<file path="src/rtl/apb_timer_master.sv">
// apb_timer_master: valid/ready command stream to APB requester for timer_top.
// One command is outstanding at a time, and each command returns one response.
// Optional hang protection is built with `define APB_TMO_EN. It aborts an
// ACCESS phase after TIMEOUT_CYCLES cycles with tim_pready low.
module apb_timer_master #(
    parameter int ADDR_W         = 12,
    parameter int DATA_W         = 32,
    parameter int TIMEOUT_CYCLES = 16
) (
    input  logic                  sys_clk,
    input  logic                  sys_rst,
    input  logic                  cmd_valid,
    output logic                  cmd_ready,
    input  logic                  cmd_write,
    input  logic [ADDR_W-1:0]     cmd_addr,
    input  logic [DATA_W-1:0]     cmd_wdata,
    input  logic [DATA_W/8-1:0]   cmd_strb,
    output logic                  rsp_valid,
    input  logic                  rsp_ready,
    output logic [DATA_W-1:0]     rsp_rdata,
    output logic                  rsp_err,
    output logic                  rsp_tmo,
    output logic                  tim_psel,
    output logic                  tim_penable,
    output logic                  tim_pwrite,
    output logic [ADDR_W-1:0]     tim_paddr,
    output logic [DATA_W-1:0]     tim_pwdata,
    output logic [DATA_W/8-1:0]   tim_pstrb,
    input  logic [DATA_W-1:0]     tim_prdata,
    input  logic                  tim_pready,
    input  logic                  tim_pslverr
);

    typedef enum logic [1:0] {IDLE, SETUP, ACCESS, RESP} state_t;

    state_t state;

`ifdef APB_TMO_EN
    localparam logic [7:0] TMO_LIMIT = 8'(TIMEOUT_CYCLES);
    logic [7:0] tmo_cnt;
`else
    assign rsp_tmo = 1'b0;
`endif

    // A new command is accepted only while idle.
    assign cmd_ready = (state == IDLE);

    // Request/response FSM. It owns all registered APB and response outputs.
    always_ff @(posedge sys_clk) begin
        if (sys_rst) begin
            state       <= IDLE;
            rsp_valid   <= 1'b0;
            rsp_rdata   <= '0;
            rsp_err     <= 1'b0;
            tim_psel    <= 1'b0;
            tim_penable <= 1'b0;
            tim_pwrite  <= 1'b0;
            tim_paddr   <= '0;
            tim_pwdata  <= '0;
            tim_pstrb   <= '0;
`ifdef APB_TMO_EN
            rsp_tmo     <= 1'b0;
            tmo_cnt     <= '0;
`endif
        end else begin
            case (state)
                IDLE: begin
                    if (cmd_valid) begin
                        rsp_err   <= 1'b0;
                        rsp_rdata <= '0;
`ifdef APB_TMO_EN
                        rsp_tmo   <= 1'b0;
`endif
                        if (cmd_addr[1:0] != 2'b00) begin
                            // Misaligned: answer at once with an error and leave the bus untouched.
                            rsp_err   <= 1'b1;
                            rsp_valid <= 1'b1;
                            state     <= RESP;
                        end else begin
                            tim_psel    <= 1'b1;
                            tim_penable <= 1'b0;
                            tim_pwrite  <= cmd_write;
                            tim_paddr   <= cmd_addr;
                            tim_pwdata  <= cmd_wdata;
                            tim_pstrb   <= cmd_write ? cmd_strb : '0;
                            state       <= SETUP;
                        end
                    end
                end
                SETUP: begin
                    tim_penable <= 1'b1;
`ifdef APB_TMO_EN
                    tmo_cnt     <= '0;
`endif
                    state       <= ACCESS;
                end
                ACCESS: begin
                    if (tim_pready) begin
                        tim_psel    <= 1'b0;
                        tim_penable <= 1'b0;
                        tim_pstrb   <= '0;
                        rsp_rdata   <= tim_pwrite ? '0 : tim_prdata;
                        rsp_err     <= tim_pslverr;
                        rsp_valid   <= 1'b1;
                        state       <= RESP;
                    end
`ifdef APB_TMO_EN
                    else if (tmo_cnt + 8'd1 == TMO_LIMIT) begin
                        // This stalled edge brings the count to the limit, so the transfer aborts.
                        tmo_cnt     <= tmo_cnt + 8'd1;
                        tim_psel    <= 1'b0;
                        tim_penable <= 1'b0;
                        tim_pstrb   <= '0;
                        rsp_rdata   <= '0;
                        rsp_err     <= 1'b1;
                        rsp_tmo     <= 1'b1;
                        rsp_valid   <= 1'b1;
                        state       <= RESP;
                    end else begin
                        tmo_cnt     <= tmo_cnt + 8'd1;
                    end
`endif
                end
                RESP: begin
                    if (rsp_ready) begin
                        rsp_valid <= 1'b0;
                        state     <= IDLE;
                    end
                end
                default: state <= IDLE;
            endcase
        end
    end

endmodule

</file>
<file path="config.mk">
export PLATFORM = sky130hd
export DESIGN_NAME = apb_timer_master
export DESIGN_NICKNAME = d
export VERILOG_FILES = /design/src/rtl/apb_timer_master.sv
export SDC_FILE = /design/constraint.sdc
export NUM_CORES = 1
export LEC_CHECK = 0
export ABC_CLOCK_PERIOD_IN_PS = 1800
export CORE_UTILIZATION = 35
export CTS_CLUSTER_DIAMETER = 60
export CTS_CLUSTER_SIZE = 14
export DETAILED_ROUTE_END_ITERATION = 10
export GPL_ROUTABILITY_DRIVEN = 0
export GPL_TIMING_DRIVEN = 0
export PLACE_DENSITY = 0.76
export SYNTH_ARGS = -nofsm -noshare
export SYNTH_HDL_FRONTEND = slang
export SYNTH_SLANG_ARGS = --single-unit
</file>
<file path="constraint.sdc">
create_clock -name sys_clk -period 1.8 [get_ports sys_clk]
set_clock_uncertainty 0.1 [all_clocks]
set_input_delay 0.27 -clock sys_clk [delete_from_list [all_inputs] [get_ports sys_clk]]
set_output_delay 0.27 -clock sys_clk [all_outputs]
set_load 0.05 [all_outputs]
</file>
==> flow_metrics.py <==
metrics = {
    "status": {
        "status": "finished, violations left",
        "violations": "DRC",
    },
    "worst_setup_path": {
        "path_class": "register to register",
        "cp-start-kind": "register",
        "startpoint": "state[0]",
        "worst-path-buf-inv": 2,
        "worst-path-stages": 7,
        "path_delay_family": "flip-flops",
        "crit_slowest_cell": "dfxtp_4",
        "reg2reg_depth": 7,
        "critPathMaxFanout": 8,
        "timing.rr.start": "state[0]",
        "cp.arrival_ns": 1.88,
        "endpoint_kind": "register",
        "critPathMaxStageDelay_ns": 0.36,
        "cp_data_required_time_ns": 1.91,
        "crit_chain": "inv_4, ha_2, mux2_4, and2_4, clkbuf_16, nand3_1, a21oi_1",
    },
    "pwr": {
        "pwr-share-seq_pct": 31.9,
        "combPwrFrac_pct": 47.7,
        "power_leakage_uw": 0.00234,
        "internal-power_uw": 4270,
        "p_total_uw": 7170,
        "clock_power_share_pct": 20.3,
        "p_per_area_nw_per_um2": 1330,
        "switchingPower_uw": 2890,
        "p_sw_share_pct": 40.4,
        "irDropWorstVdd_v": 0.000559,
    },
    "layout": {
        "antenna_cells": 0,
        "n_fill_cell": 785,
        "final_common_cell": "nand2_1",
        "seq_area_um2": 1750,
        "multi_input_area_um2": 1400,
        "post-route-util_pct": 60.9,
        "fin_nets": 683,
        "area_delta_synth_final_pct": 65.4,
        "drive_above_1_share_pct": 9.41,
        "mostFrequentLayoutCells": "nand2_1, clkdlybuf4s50_1, dlygate4sd2_1, dfxtp_1, a21oi_1",
    },
    "sta": {
        "hold_viol_final": 0,
        "fin_ws_ns": 0.0301,
        "fmax_mhz": 565,
        "period_minus_slack_ns": 1.77,
        "min_period_over_period_pct": 98.3,
        "report.final.slew_viol_count": 0,
        "tightestPinTransition_ns": 0.650,
        "setup_violations": 0,
        "slew-limit-headroom_pct": 56.7,
        "rsz0062_at_grt": "true",
    },
    "drt": {
        "drt-initial-drc-count": 98,
        "vias": 3359,
        "via_per_inst": 4.78,
        "ant_nets": 0,
        "wl_per_cell_um": 14.4,
        "drcViolationCount": 15,
        "drt-total-wl_mm": 10.1,
        "dr.pass1.iters": 7,
    },
    "yosys": {
        "synth-seq-area-share_pct": 53.5,
        "synth_area_um2": 3260,
        "synth_nets": 497,
        "synthCells": 404,
        "ys_ff_latch": 87,
        "yosys_warnings": 0,
        "synth_area_per_cell_um2": 8.06,
        "synth.distinct_cells": 27,
    },
    "clocking": {
        "path_clk_slew_ns": 0.09,
        "cts_hold_buf": 0,
        "cts_buffers": 9,
        "htreeDepth": 3,
        "cts-root-buf": "clkbuf_8",
        "cts_sinks": 87,
        "cts_tree": "done",
        "clk_path_buf_depth": 2,
        "worstSkewPairLatency_ns": 0.34,
    },
    "global_routing": {
        "grt_pass1_vias": 3322,
        "antenna_found_initial": 0,
        "top_usage_layer": "met2",
        "grt_max_degree": 15,
        "met2_usage_pct": 37.5,
        "use_met1_pct": 23.2,
        "gr-usage-all-layers_pct": 20.7,
        "gr-usage-met3_pct": 6.31,
        "grt_pass1_wl_mm": 15.9,
        "grt_overflow": 0,
    },
    "run": {
        "max_cap_viol_count": 0,
    },
    "floorplan": {
        "die_h_um": 98.5,
        "placement_rows": 34,
        "die_area_um2": 9700,
        "start_util_pct": 36.8,
        "core_region_area_um2": 8850,
        "die_w_um": 98.5,
        "io_pins": 174,
    },
    "placement": {
        "dp_hpwl_mm": 7.61,
        "port-buffer-count": 171,
        "preCtsSetupSlack_ns": -0.327,
    },
    "hold_path": {
        "worstHoldStart": "rsp_rdata[0]",
        "holdPathStages": 2,
        "hp-class": "register to register",
    },
}
[power groups by stage]
stage,Clock [uW],Sequential (uW),Combinational [uW]
after global placement,0,2330,3030
final,1460,2290,3420
after global routing,1600,2320,3670
after detailed placement,0,2340,3060
after CTS,1510,2290,3100
after floorplan,0,3030,1380
[worst register-to-register path: stages, from the launching register on]
cell and delay, ns:
dfxtp_4 0.36, inv_4 0.07, ha_2 0.24, mux2_4 0.32, and2_4 0.22, clkbuf_16 0.17
nand3_1 0.09, a21oi_1 0.07
[stage by stage]
stage / instances / area, um^2 / hold slack, ns / setup TNS (ns)
floorplan: 404 / 3280 / 0.306 / -0.329
detailed placement: 683 / 5120 / 0.343 / -18.85
finish: 703 / 5390 / 0.349 / 0
CTS: 702 / 5290 / 0.349 / 0
global placement: 683 / 5120 / 0.338 / -16.01
global route: 703 / 5390 / 0.355 / -0.0326
[registers in the layout, indices dropped and copies added (netlist names)]
| register | count |
|---|---|
| rsp_rdata | 32 |
| tim_pwdata | 32 |
| tim_paddr | 12 |
| tim_pstrb | 4 |
| state | 2 |
| rsp_err | 1 |
| rsp_valid | 1 |
| tim_penable | 1 |
| tim_psel | 1 |
| tim_pwrite | 1 |
[per-layer routing]
| metal | wire length [um] | vias to the layer above |
|---|---|---|
| met3 | 818 | 11 |
| met2 | 5070 | 117 |
| met4 | 133 | 0 |
| li1 | - | 1704 |
| met5 | 0 | - |
| met1 | 4120 | 1527 |
[path summary, 6_finish.rpt]
kind                                 endpoint  slack [ns]
worst max-delay path            rsp_rdata[28]        0.03
worst min-delay path             rsp_rdata[0]        0.35
worst max register to register  rsp_rdata[28]        0.03
worst min register to register   rsp_rdata[0]        0.35
[area by class of cell]
class | instances | area share [%]
Buffer | 30 | 3.64
Clock inverter | 5 | 1.53
Timing Repair Buffer | 177 | 31.2
Sequential cell | 87 | 32.4
Tap cell | 108 | 2.51
Multi-Input combinational cell | 283 | 26.0
Clock buffer | 11 | 2.44
Inverter | 2 | 0.186
[kinds of logic after synthesis]
family          share of synthesized area [%]
other cells                             0.115
flops                                    53.5
buf+inv                                  4.80
mux                                     0.653
fa+ha+maj                                2.30
compound gates                           15.0
simple gates                             23.7
[synth_stat cells]
cell / number / area [um^2]
a211oi_4: 1 / 20.0
a21oi_1: 82 / 410
buf_4: 4 / 30.0
mux2_2: 1 / 11.3
ha_1: 6 / 75.1
dfxtp_1: 87 / 1740
and3_1: 1 / 6.26
nand3_1: 38 / 190
o21ai_0: 2 / 10.0
and2_1: 1 / 6.26
conb_1: 1 / 3.75
mux2i_1: 1 / 10.0
or3_1: 1 / 6.26
nand2_1: 127 / 477
nand2b_1: 3 / 18.8
a211oi_1: 2 / 15.0
nor2_1: 6 / 22.5
a21o_1: 1 / 7.51
nor3b_1: 2 / 15.0
nor2b_1: 3 / 18.8
clkbuf_1: 15 / 56.3
or3b_4: 1 / 11.3
inv_1: 2 / 7.51
buf_2: 11 / 55.1
buf_1: 2 / 7.51
a211o_1: 2 / 17.5
a22oi_1: 1 / 7.51
[timing repair]
item | CTS | global route
hold endpoints to repair | 0 | 0
gates resized for setup | 105 | 23
setup endpoints to repair | 159 | 51
cloned | 0 | 2
setup buffers | 4 | 0
pin swaps | 0 | 1
Note: power is estimated with default switching activity, not from simulation.
==> variant 1: new RTL, config.mk and constraints unchanged <==
Build with the macro `APB_TMO_EN` defined.
--- a/src/rtl/apb_timer_master.sv
+++ b/src/rtl/apb_timer_master.sv
@@ -2,6 +2,8 @@
 // One command is outstanding at a time, and each command returns one response.
 // Optional hang protection is built with `define APB_TMO_EN. It aborts an
 // ACCESS phase after TIMEOUT_CYCLES cycles with tim_pready low.
+`define APB_TMO_EN
+
 module apb_timer_master #(
     parameter int ADDR_W         = 12,
     parameter int DATA_W         = 32,
Behaviour: no difference found for any inputs over 4 cycles, from zero or initial values and one cycle with sys_rst high; that may be too few to reach the edited logic, so the function may still have changed.
==> variant 1 against the original RTL <==
The run ends with negative setup slack left; first-iteration DRC count grew 55%; sequential cell count up 9; power is 0.32% lower; combinational power fell by 18%; non-clock buffer count increased by 13; design area up 22%; worst setup slack worse by 0.16 ns; wire length up 21%; cell count grew 16%; fmax shrank 8.4%; global-route usage is 0.34 points lower; clock power increased by 32%; area after synthesis rose by 23%; largest cell class is now multi-input combinational cells.
==> variant 1: results (changes against the original RTL) <==
====================================================================================================
Worst Setup Slack post-DPL                                                                 -0.653 ns   -0.326 ns
Xor/xnor share of the synthesized area                                                        0.0131   +0.0131
Final TNS setup                                                                             -2.62 ns   -2.62 ns
Number of clock buffer instances in the layout                                                    12   +1
Critical path destination                                                               rsp_rdata[7]$_SDFFE_PP0P_
Combinational Power Share                                                                      0.395   -0.082
Area taken by flip-flops and latches                                                     0.00196 mm²   +12%
Run status                                                                              finished with violations
Wire length of the first global-routing pass                                                18800 µm   +18%
1st-pass router iterations                                                                         4   -3
GR Layer Usage met1                                                                            0.230   -0.00257
Area share of fa/ha/maj cells after synthesis                                                 0.0187   -0.00435
Share of cell area taken by muxes after synthesis                                             0.0984   +0.0919
Sequential cell area fraction in the yosys report                                              0.479   -0.0561
Number of fill cells in the layout                                                               945   +20%
Synthesized-area fraction occupied by ao, oa, aoi and oai cells                                0.113   -0.0370
Data arrival time of the worst path                                                          2.10 ns   +0.22 ns
Clock-pin slew reported for the worst setup and hold paths after clock tree synthesis        0.06 ns   -0.03 ns
Minimum setup slack in the final design                                                    -0.132 ns   -0.162 ns
Worst hold endpoint                                                                     tim_pwdata[29]$_SDFFE_PP0P_
Vias in the first global route                                                                  3932   +18%
Violated checks                                                                         negative setup slack
Count of port buffers added during placement                                                     173   +1.2%
Family with the most delay on the worst path                                            multiplexers
Slew at the pin closest to its max-slew limit                                               0.651 ns   +0.00122 ns
Total combinational power                                                                    2.82 mW   -18%
Multi-input combinational cell area                                                      0.00211 mm²   +50%
Multi-input combinational cell count                                                             336   +19%
Net Count, Synth                                                                                 561   +13%
Final hold slack                                                                            0.353 ns   +0.00436 ns
Routed wire length on met2                                                                   6280 µm   +24%
Number of endpoints failing setup at the final stage                                              39   +39
Synth cell count leaders                                                                sky130_fd_sc_hd__nand2_1 (129), sky130_fd_sc_hd__dfxtp_1 (96), sky130_fd_sc_hd__a21oi_1 (52), sky130_fd_sc_hd__nand2b_1 (40), sky130_fd_sc_hd__mux2i_1 (35)
Ratio of cells with drive above 1 in the final layout                                          0.154   +0.0602
Final-stage net count                                                                            762   +12%
R2R Setup Slk                                                                               -0.13 ns   -0.16 ns
====================================================================================================
[variant 1: cell count changes in the layout (fill, tap and decap cells not counted), moves of 6 or more]
cell,delta
sky130_fd_sc_hd__nand2b_1,+35
sky130_fd_sc_hd__nand3_1,-35
sky130_fd_sc_hd__mux2i_1,+32
sky130_fd_sc_hd__a21oi_1,-30
sky130_fd_sc_hd__buf_4,+15
sky130_fd_sc_hd__nor2_1,+14
sky130_fd_sc_hd__clkbuf_16,+9
sky130_fd_sc_hd__dfxtp_4,+8
sky130_fd_sc_hd__clkbuf_2,+7
sky130_fd_sc_hd__clkbuf_8,-7
sky130_fd_sc_hd__clkbuf_1,-6
[variant 1: timing repair]
| item | CTS | global route |
|---|---|---|
| pin swaps | 2 | 6 |
| gates cloned | 0 | 2 |
| hold buffers | 0 | 0 |
| endpoints found under the setup margin | 180 | 92 |
| resized for setup | 130 | 54 |
| endpoints found under the hold margin | 0 | 0 |
| setup buffers | 11 | 6 |
==> variant 2: new RTL, same flow settings <==
Made on the original files. Reset style: asynchronous (`sys_rst`), changed in one clocked block.
--- a/src/rtl/apb_timer_master.sv
+++ b/src/rtl/apb_timer_master.sv
@@ -46,7 +46,7 @@
     assign cmd_ready = (state == IDLE);
 
     // Request/response FSM. It owns all registered APB and response outputs.
-    always_ff @(posedge sys_clk) begin
+    always_ff @(posedge sys_clk or posedge sys_rst) begin
         if (sys_rst) begin
             state       <= IDLE;
             rsp_valid   <= 1'b0;
Formal check against the unedited RTL: differs if sys_rst is asserted again (counterexample within 4 cycles, from zero or initial values and one cycle with sys_rst high); with sys_rst held inactive, the same outputs for 10 cycles.
==> variant 2 against the original RTL <==
Via count fell by 9.9%; the flow finishes with violations (negative setup slack); area after synthesis increased by 8.4%; design area rose by 17%; critical path type unchanged; wire length increased by 7.3%; highest routed layer unchanged; sequential cell count did not move; worst setup slack got worse by 0.10 ns.
Power is not compared: it rests on default switching activity, and its combinational part moved more than twofold at a synthesized area within 25%.
==> variant 2: results (changes against the original RTL) <==
====================================================================================================
Max rail drop VDD                                                                           0.933 mV
CTS Buffer Depth                                                                                   2   unchanged
Maximum fanout along the worst path                                                                6   -2
Yosys warns                                                                                        0   unchanged
Violated checks                                                                         negative setup slack
Number of endpoints failing setup at the final stage                                              47   +47
Pin count of the biggest net entering global routing                                              44   +29
H-tree levels                                                                                      3   unchanged
1st-pass router iterations                                                                         4   -3
Post-route antenna net violation count                                                             0   unchanged
GRT Overall Usage                                                                              0.187   -0.0204
Number of unique standard cell types used by synthesis                                            30   +11%
Post-Syn Instances                                                                               294   -27%
Overall overflow remaining after global route                                                      0   unchanged
Clock-pin slew reported for the worst setup and hold paths after clock tree synthesis        0.08 ns
Clock buffers created by TritonCTS                                                                 9   unchanged
Static Leakage                                                                               3.18 nW
Insertion delay to the later sink of the worst-skew pair                                     0.35 ns
Share of flip-flops with an asynchronous set or reset after synthesis                           1.00   +1.00
Net Count, Synth                                                                                 387   -22%
Top cells by area in the synthesized netlist                                            sky130_fd_sc_hd__dfrtp_1 (62%), sky130_fd_sc_hd__mux2_2 (14%), sky130_fd_sc_hd__nand2_1 (7.3%), sky130_fd_sc_hd__nand3_1 (4.7%), sky130_fd_sc_hd__ha_1 (2.1%)
Final TNS setup                                                                             -1.70 ns   -1.70 ns
Worst Setup Slack post-DPL                                                                 -0.372 ns   -0.0451 ns
Slew at the pin closest to its max-slew limit                                               0.536 ns   -0.114 ns
Family with the most delay on the worst path                                            simple AND/OR/NAND/NOR gates
Total cell area at the placement stage                                                   0.00548 mm²   +6.9%
Final-stage net count                                                                            599   -12%
Wirelength per Cell                                                                          16.9 µm   +17%
Wire length of the first global-routing pass                                                14700 µm   -7.7%
Synth cell count leaders                                                                sky130_fd_sc_hd__dfrtp_1 (87), sky130_fd_sc_hd__nand2_1 (69), sky130_fd_sc_hd__mux2_2 (43), sky130_fd_sc_hd__nand3_1 (33), sky130_fd_sc_hd__buf_2 (7)
Total wire length after detailed routing                                                    10900 µm   +7.3%
Ratio of cells with drive above 1 in the final layout                                          0.295   +0.201
Hold/Removal Path Class                                                                 primary input to async pin
First-iteration detailed-routing DRC count                                                        41   -58%
Sequential cell area fraction in the yosys report                                              0.616   +0.0818
Count of port buffers added during placement                                                     172   +0.58%
HPWL after DPL                                                                               7200 µm   -5.4%
Data arrival time of the worst path                                                          2.02 ns   +0.14 ns
Vias in the first global route                                                                  2909   -12%
Number of vias per cell                                                                         4.70   -1.6%
Run status                                                                              finished with violations
Cell Int Power                                                                               6.21 mW
Number of fill cells in the layout                                                               782   -0.38%
Slowest cell on the critical path                                                       sky130_fd_sc_hd__dfrtp_1
Largest stage delay on the critical path                                                     0.38 ns   +0.02 ns
Registers with the most flip-flops                                                      rsp_rdata (32), tim_pwdata (32), tim_paddr (12)
Initial antenna violation count                                                                    0   unchanged
Number of diodes added for antenna fixing                                                          0   unchanged
Minimum setup slack in the final design                                                   -0.0702 ns   -0.100 ns
Clock tree root driver cell                                                             sky130_fd_sc_hd__clkbuf_8
====================================================================================================
## variant 2: cell types whose count changed in the layout (fill, tap and decap cells not counted), sizes merged, moves of 4 or more
cell,delta
clkbuf,-11
buf,+24
nand3,-5
a22o,+4
mux2,+43
dfxtp,-87
a21oi,-79
nand2,-58
dfrtp,+87
## variant 2: path summary, 6_finish.rpt
| check | depth (start not counted) | slack, ns | from | to |
|---|---|---|---|---|
| worst max-delay path | 9 | -0.07 | state[0]$_DFFE_PP0P_ | rsp_rdata[0]$_DFFE_PP0P_ |
| worst min-delay path | 2 | 0.15 | sys_rst | tim_pwdata[25]$_DFFE_PP0P_ |
| worst max register to register | 9 | -0.07 | state[0]$_DFFE_PP0P_ | rsp_rdata[0]$_DFFE_PP0P_ |
| worst min register to register | 2 | 0.36 | rsp_rdata[17]$_DFFE_PP0P_ | rsp_rdata[17]$_DFFE_PP0P_ |
| max in group asynchronous | 3 | 0.91 | sys_rst | rsp_rdata[4]$_DFFE_PP0P_ |
| min in group sys_clk | 3 | 0.36 | tim_prdata[29] | rsp_rdata[29]$_DFFE_PP0P_ |
## variant 2: layout make-up
| cell class | instances | area (µm²) | share of cell area |
|---|---|---|---|
| Buffer | 18 | 210 | 0.0333 |
| Clock buffer | 13 | 149 | 0.0236 |
| Clock inverter | 3 | 42.5 | 0.00675 |
| Inverter | 4 | 21.3 | 0.00337 |
| Multi-Input combinational cell | 185 | 1530 | 0.243 |
| Sequential cell | 87 | 2180 | 0.345 |
| Tap cell | 133 | 166 | 0.0264 |
| Timing Repair Buffer | 201 | 2010 | 0.318 |
## variant 2: kinds of logic after synthesis
logic type               Yosys count  share of synthesized area
multiplexers                      46                      0.146
buffers and inverters             22                     0.0375
adder cells (fa/ha/maj)            6                     0.0213
other                              1                    0.00106
AND/OR/NAND/NOR                  117                      0.148
flip-flops                        87                      0.616
AO/OA/AOI/OAI                     15                     0.0298
## variant 2: power by group through the flow
stage	sequential (mW)	combinational (mW)	clock, mW
2_1_floorplan	6.03	1.61	0
3_3_place_gp	3.21	6.64	0
3_5_place_dp	3.27	6.76	0
4_1_cts	3.19	6.65	1.39
5_1_grt	3.39	7.90	1.48
6_report	3.28	7.49	1.36
## variant 2: routing by layer
metal	up-vias	routed length, µm	track usage
li1	1405	-	-
met1	1484	4270	0.209
met2	123	5530	0.334
met3	16	911	0.0588
met4	0	173	0.0626
met5	-	0	0
## variant 2: timing repair
action                                  in CTS  in global routing
buffers inserted                            10                  9
gates cloned                                 1                  7
endpoints found under the setup margin     158                 80
resized for setup                          123                 94
pin swaps                                    2                 26
